### config.mk
export PLATFORM = sky130hd
export DESIGN_NAME = micro_addr_sequencer
export DESIGN_NICKNAME = d
export VERILOG_FILES = /design/src/rtl/mas_pkg.sv /design/src/rtl/mas_stack.sv /design/src/rtl/micro_addr_sequencer.sv
export SDC_FILE = /design/constraint.sdc
export NUM_CORES = 1
export LEC_CHECK = 0
export BUFFER_PORTS_ARGS = -buffer_cell sky130_fd_sc_hd__buf_4
export CORE_MARGIN = 5
export CORE_UTILIZATION = 58
export DETAILED_ROUTE_END_ITERATION = 7
export GPL_ROUTABILITY_DRIVEN = 0
export PLACE_DENSITY = 0.8
export SYNTH_ARGS = -nofsm -noshare
export SYNTH_HDL_FRONTEND = slang
export SYNTH_SLANG_ARGS = --single-unit
### constraint.sdc
create_clock -name MAS_CLOCK_50 -period 2.8 [get_ports MAS_CLOCK_50]
set_clock_uncertainty 0.1 [all_clocks]
set_input_delay 0.56 -clock MAS_CLOCK_50 [delete_from_list [all_inputs] [get_ports MAS_CLOCK_50]]
set_output_delay 0.56 -clock MAS_CLOCK_50 [all_outputs]
set_load 0.01 [all_outputs]
### src/rtl/mas_pkg.sv
// Shared definitions for the micro-address sequencer.
//   - Next-address opcodes carried in the microinstruction word.
//   - depth_w(): width needed to count 0..depth stack entries.
package mas_pkg;

  localparam logic [2:0] OP_INC     = 3'b000;
  localparam logic [2:0] OP_JMP     = 3'b001;
  localparam logic [2:0] OP_BRC     = 3'b010;
  localparam logic [2:0] OP_CALL    = 3'b011;
  localparam logic [2:0] OP_RET     = 3'b100;
  localparam logic [2:0] OP_HOLD    = 3'b101;
  localparam logic [2:0] OP_CALLC   = 3'b110;
  localparam logic [2:0] OP_RESTART = 3'b111;

  function automatic int depth_w(input int depth);
    return $clog2(depth + 1);
  endfunction

endpackage

### src/rtl/mas_stack.sv
// Return-address LIFO for the micro-address sequencer.
// Ports:
//   i_clk    clock, state updates on the falling edge
//   i_rst_n  asynchronous active-low reset (empties the stack)
//   i_push   push i_din (ignored when full)
//   i_pop    drop top entry (ignored when empty)
//   i_clear  empty the stack (wins over push/pop)
//   i_din    value to push
//   o_dout   current top entry, combinational ('0 when empty)
//   o_depth  occupancy 0..STACK_DEPTH
//   o_full / o_empty  occupancy status
module mas_stack
  import mas_pkg::*;
#(
  parameter int ADDR_WIDTH  = 11,
  parameter int STACK_DEPTH = 4
) (
  input  logic                             i_clk,
  input  logic                             i_rst_n,
  input  logic                             i_push,
  input  logic                             i_pop,
  input  logic                             i_clear,
  input  logic [ADDR_WIDTH-1:0]            i_din,
  output logic [ADDR_WIDTH-1:0]            o_dout,
  output logic [depth_w(STACK_DEPTH)-1:0]  o_depth,
  output logic                             o_full,
  output logic                             o_empty
);

  localparam int DW = depth_w(STACK_DEPTH);
  // Index width kept >= 1 so a single-entry stack still elaborates.
  localparam int IW = (STACK_DEPTH > 1) ? $clog2(STACK_DEPTH) : 1;

  logic [ADDR_WIDTH-1:0] r_mem [STACK_DEPTH];
  logic [DW-1:0]         r_depth;
  logic [IW-1:0]         w_wr_idx;
  logic [IW-1:0]         w_top_idx;

  assign o_full    = (r_depth == DW'(STACK_DEPTH));
  assign o_empty   = (r_depth == '0);
  assign o_depth   = r_depth;
  assign w_wr_idx  = IW'(r_depth);
  assign w_top_idx = IW'(r_depth - 1'b1);
  assign o_dout    = o_empty ? '0 : r_mem[w_top_idx];

  always_ff @(negedge i_clk or negedge i_rst_n) begin
    if (!i_rst_n)                r_depth <= '0;
    else if (i_clear)            r_depth <= '0;
    else if (i_push && !o_full)  r_depth <= r_depth + 1'b1;
    else if (i_pop && !o_empty)  r_depth <= r_depth - 1'b1;
  end

  // Contents need no reset: only entries below r_depth are ever read.
  always_ff @(negedge i_clk) begin
    if (!i_clear && i_push && !o_full) r_mem[w_wr_idx] <= i_din;
  end

endmodule

### src/rtl/micro_addr_sequencer.sv
// Micro-address sequencer: holds the current control-store address and
// selects the next one (inc / jump / cond branch / call / return / hold /
// restart) from the current microinstruction.
// Ports:
//   MAS_CLOCK_50        clock, state updates on the falling edge
//   MAS_RESET_InLow     asynchronous active-low reset
//   MAS_Enable_In       advance enable (low = full hold)
//   MAS_Op_In           next-address opcode
//   MAS_Target_In       jump/branch/call target
//   MAS_CondSel_In      condition flag index
//   MAS_CondPol_In      1 = branch on flag set, 0 = on flag clear
//   MAS_Cond_In         datapath status flags
//   MAS_Addr_Out        current micro-address (registered)
//   MAS_StackDepth_Out  return stack occupancy
//   MAS_Overflow_Out    sticky: call with stack full
//   MAS_Underflow_Out   sticky: return with stack empty
//   MAS_Wrap_Out        one-cycle pulse: increment wrapped to 0
module micro_addr_sequencer
  import mas_pkg::*;
#(
  parameter int                    ADDR_WIDTH  = 11,
  parameter int                    STACK_DEPTH = 4,
  parameter int                    COND_COUNT  = 4,
  parameter logic [ADDR_WIDTH-1:0] RESET_ADDR  = '0
) (
  input  logic                             MAS_CLOCK_50,
  input  logic                             MAS_RESET_InLow,
  input  logic                             MAS_Enable_In,
  input  logic [2:0]                       MAS_Op_In,
  input  logic [ADDR_WIDTH-1:0]            MAS_Target_In,
  input  logic [$clog2(COND_COUNT)-1:0]    MAS_CondSel_In,
  input  logic                             MAS_CondPol_In,
  input  logic [COND_COUNT-1:0]            MAS_Cond_In,
  output logic [ADDR_WIDTH-1:0]            MAS_Addr_Out,
  output logic [depth_w(STACK_DEPTH)-1:0]  MAS_StackDepth_Out,
  output logic                             MAS_Overflow_Out,
  output logic                             MAS_Underflow_Out,
  output logic                             MAS_Wrap_Out
);

  logic [ADDR_WIDTH-1:0] r_addr;
  logic                  r_ovf, r_unf, r_wrap;

  logic [ADDR_WIDTH-1:0] w_inc, w_next, w_top;
  logic                  w_take, w_push, w_pop, w_clr;
  logic                  w_wrap, w_set_ovf, w_set_unf;
  logic                  w_full, w_empty;

  assign w_inc = r_addr + 1'b1;

  // Out-of-range selects (non power-of-2 COND_COUNT) never take.
  always_comb begin
    w_take = 1'b0;
    if (int'(MAS_CondSel_In) < COND_COUNT)
      w_take = MAS_Cond_In[MAS_CondSel_In] ~^ MAS_CondPol_In;
  end

  always_comb begin
    w_next    = r_addr;
    w_push    = 1'b0;
    w_pop     = 1'b0;
    w_clr     = 1'b0;
    w_wrap    = 1'b0;
    w_set_ovf = 1'b0;
    w_set_unf = 1'b0;
    if (MAS_Enable_In) begin
      unique case (MAS_Op_In)
        OP_INC: begin
          w_next = w_inc;
          w_wrap = &r_addr;
        end
        OP_JMP: w_next = MAS_Target_In;
        OP_BRC: begin
          w_next = w_take ? MAS_Target_In : w_inc;
          w_wrap = !w_take && (&r_addr);
        end
        OP_CALL, OP_CALLC: begin
          if (MAS_Op_In == OP_CALLC && !w_take) begin
            w_next = w_inc;
            w_wrap = &r_addr;
          end else if (w_full) begin
            w_set_ovf = 1'b1;          // address held, nothing pushed
          end else begin
            w_push = 1'b1;             // return value wraps silently
            w_next = MAS_Target_In;
          end
        end
        OP_RET: begin
          if (w_empty) w_set_unf = 1'b1;
          else begin
            w_pop  = 1'b1;
            w_next = w_top;
          end
        end
        OP_HOLD: w_next = r_addr;
        OP_RESTART: begin
          w_next = RESET_ADDR;
          w_clr  = 1'b1;
        end
        default: w_next = r_addr;
      endcase
    end
  end

  always_ff @(negedge MAS_CLOCK_50 or negedge MAS_RESET_InLow) begin
    if (!MAS_RESET_InLow) begin
      r_addr <= RESET_ADDR;
      r_ovf  <= 1'b0;
      r_unf  <= 1'b0;
      r_wrap <= 1'b0;
    end else begin
      r_addr <= w_next;
      r_wrap <= w_wrap;
      r_ovf  <= w_clr ? 1'b0 : (r_ovf | w_set_ovf);
      r_unf  <= w_clr ? 1'b0 : (r_unf | w_set_unf);
    end
  end

  mas_stack #(
    .ADDR_WIDTH (ADDR_WIDTH),
    .STACK_DEPTH(STACK_DEPTH)
  ) u_stack (
    .i_clk  (MAS_CLOCK_50),
    .i_rst_n(MAS_RESET_InLow),
    .i_push (w_push),
    .i_pop  (w_pop),
    .i_clear(w_clr),
    .i_din  (w_inc),
    .o_dout (w_top),
    .o_depth(MAS_StackDepth_Out),
    .o_full (w_full),
    .o_empty(w_empty)
  );

  assign MAS_Addr_Out      = r_addr;
  assign MAS_Overflow_Out  = r_ovf;
  assign MAS_Underflow_Out = r_unf;
  assign MAS_Wrap_Out      = r_wrap;

endmodule

==> metrics.cfg <==
[outcome]
run_status=complete, but fails checks
violations=negative setup slack

[critical_path]
worstPathArrival_ns=2.50
critPathMaxFanout=8
critPathLaunchType=input port
crit_type=in -> reg
cp.required_ns=1.65
endpoint_kind=register

[cells_and_area]
fin_cells=543
areaGrowthSynthToFinish_pct=45.4
layout-drive-gt1-share_pct=38.7
n_antenna_cell=0
nNetsFinal=493

[sta]
grt_setup_unrepaired=true
maxSlewViolCount=0
worstMarginPinSlew_ns=0.687
finalSetupViolCount=78
hold_violations=0
relSlewSlack_pct=53.9
finalWorstSetupSlack_ns=-0.850

[die]
rows=28
coreArea_mm2=0.00585
dieHeight_um=87.2
initial_core_util_pct=59.0
dieArea_mm2=0.00760
io_pins=41
die_w_um=87.2

[placed_design]
place_inst=467
port_buffers=40
hpwl_mm=6.95

[clock_tree]
htree_levels=3
postCtsHoldBufs=0
cts_buffers=9
clk_latency_ns=0.43
ctsLongestPathBuffers=2
cts_root_buf=clkbuf_8
path_clk_slew_ns=0.07
cts_tree=built
cts.sinks=61

[yosys]
synth.area.top_cells=edfxtp_1 38%, dfrtn_1 12%, mux4_2 7.2%
synth_top_area_share_pct=38.3
async_flop_share_pct=27.9
ys_types=60
synth-edff-count=44
synth_adder_area_share_pct=2.17
synth_mux_area_share_pct=8.91
synth_top_family_by_area=compound AO/OA/AOI/OAI gates
yosysSeqAreaShare_pct=50.6
syn_nets=340
synth_xor_xnor_area_share_pct=2.50
syn-instance-count=310
avgSynthCellArea_um2=11.1
synth_compound_area_share_pct=15.8
ys.flop_type=edfxtp_1
synth_top_area_cell=edfxtp_1
synth_seq_cells=61
synthSimpleGateAreaFrac_pct=15.5
netlist_area_mm2=0.00345
yosys_warnings=0

[routing]
routed_wl_mm=11.8
drtAntennaViolNets=0
drt_iter0_markers=689
avgRoutedWirePerCell_um=21.7
drtPass1Iterations=8
vias_per_cell=6.56
drc=0
vias=3564

[power_and_ir_drop]
power_density_mw_per_mm2=860
power.leakage_nw=2.14
power_mw=4.32
ir_drop_uv=698

[grt]
grt_use_total_pct=31.0
overflow=0
grt_max_degree=18
antenna_found_initial=0
use_met1_pct=37.4
busiest_layer=met2
grt_util_met3_pct=8.23
grt_use_met2_pct=50.2
grt_pass1_vias=3503
grt_pass1_wl_mm=17.4

[hold_path]
hold_class=reg -> reg

[run]
cap_violations=0

## layer usage
metal | routed length [um] | share of wire (%)
met1 | 4160 | 35
met2 | 5450 | 46
met3 | 1420 | 12
met5 | 0 | 0
met4 | 745 | 6.3
## what timing repair did
item / in CTS / in global routing
cloned: 4 / 0
endpoints found under the setup margin: 77 / 77
pin swaps: 11 / 10
buffers inserted: 9 / 4
resized for setup: 26 / 26
## per-stage QoR
step / setup slack, ns / setup TNS, ns / hold WS [ns] / cell area [um^2] / utilization (%)
final: -0.850 / -49.87 / 0.503 / 5020 / 85.8
after floorplan: -0.933 / -52.47 / 0.378 / 3550 / -
after CTS: -0.768 / -43.68 / 0.431 / 4890 / 83.5
after global routing: -0.939 / -50.65 / 0.512 / 5020 / 85.8
after detailed placement: -1.23 / -64.85 / 0.354 / 4320 / 73.8
after global placement: -1.18 / -63.22 / 0.352 / 4320 / 73.8
## cell usage after synthesis, types with 4 or more instances
cell       n
and3_1     4
mux2i_1    6
ha_1       6
clkbuf_1   9
o211ai_1   5
nor3_1    14
inv_1     10
buf_6      4
edfxtp_1  44
o21a_1     4
nor2_1    22
and2_1     5
nand3_1    9
dfrtn_1   17
buf_2      5
nand2_1   31
xor2_1     4
nand2b_1   6
o21ai_0   18
mux4_2    11
xnor2_1    4
a21oi_1   14
## state kept, by name (all words and copies together), names as in the netlist
name / count
u_stack.o_depth: 3
MAS_Wrap_Out: 1
MAS_Addr_Out: 11
u_stack.r_mem: 44
MAS_Underflow_Out: 1
MAS_Overflow_Out: 1
## cells in the final DEF, fill, tap and decap left out, types with 6 or more instances in the layout
cell,Yosys,layout
nand3_1,9,9
dfrtn_1,17,17
a21oi_1,14,11
o21ai_1,3,6
inv_1,10,54
clkbuf_8,0,9
ha_1,6,6
nor2_1,22,20
nor3_1,14,11
mux4_2,11,11
buf_6,4,21
and2_4,0,6
edfxtp_1,44,44
o21ai_0,18,13
buf_4,2,91
nand2_1,31,31
## cells by family (layout without fill, tap and decap cells)
logic type	after synthesis	count (layout)
adder cells (fa/ha/maj)	6	6
flip-flops	61	61
buffers and inverters	30	184
AND/OR/NAND/NOR	109	112
AO/OA/AOI/OAI	78	79
multiplexers	17	17
XOR/XNOR	9	9
## worst max-delay path, stage by stage
cell and delay (ns):
buf_4 0.11, mux4_2 0.53, buf_6 0.16, xor2_2 0.14
buf_6 0.15, buf_6 0.13, o21ai_1 0.24, o21ai_1 0.14
a311oi_2 0.33
## layout make-up
cell class	instances	area (um^2)
inverters	9	33.8
well taps	75	93.8
clock buffers	9	124
fillers	296	830
flip-flops and latches	61	1750
clock inverters	51	234
multi-input cells	223	1810
repair buffers	115	980
## final timing paths
path / slack [ns] / startpoint / depth (start not counted) / end
worst min-delay path: 0.50 / MAS_Addr_Out[8] / 3 / MAS_Addr_Out[8]
worst min register to register: 0.50 / MAS_Addr_Out[8] / 3 / MAS_Addr_Out[8]
worst max register to register: 0.07 / u_stack.o_depth[0] / 8 / MAS_Addr_Out[0]
worst max-delay path: -0.85 / MAS_Cond_In[0] / 9 / MAS_Addr_Out[2]
max in group asynchronous: 1.08 / MAS_RESET_InLow / 1 / u_stack.o_depth[1]
min in group asynchronous: 1.25 / MAS_RESET_InLow / 1 / MAS_Addr_Out[2]
## power by group
| part | switching [mW] | internal (mW) |
|---|---|---|
| sequential | 0.0807 | 1.21 |
| clock | 0.615 | 0.427 |
| combinational | 1.07 | 0.916 |
| total | 1.77 | 2.55 |
(Power assumes the default switching activity.)
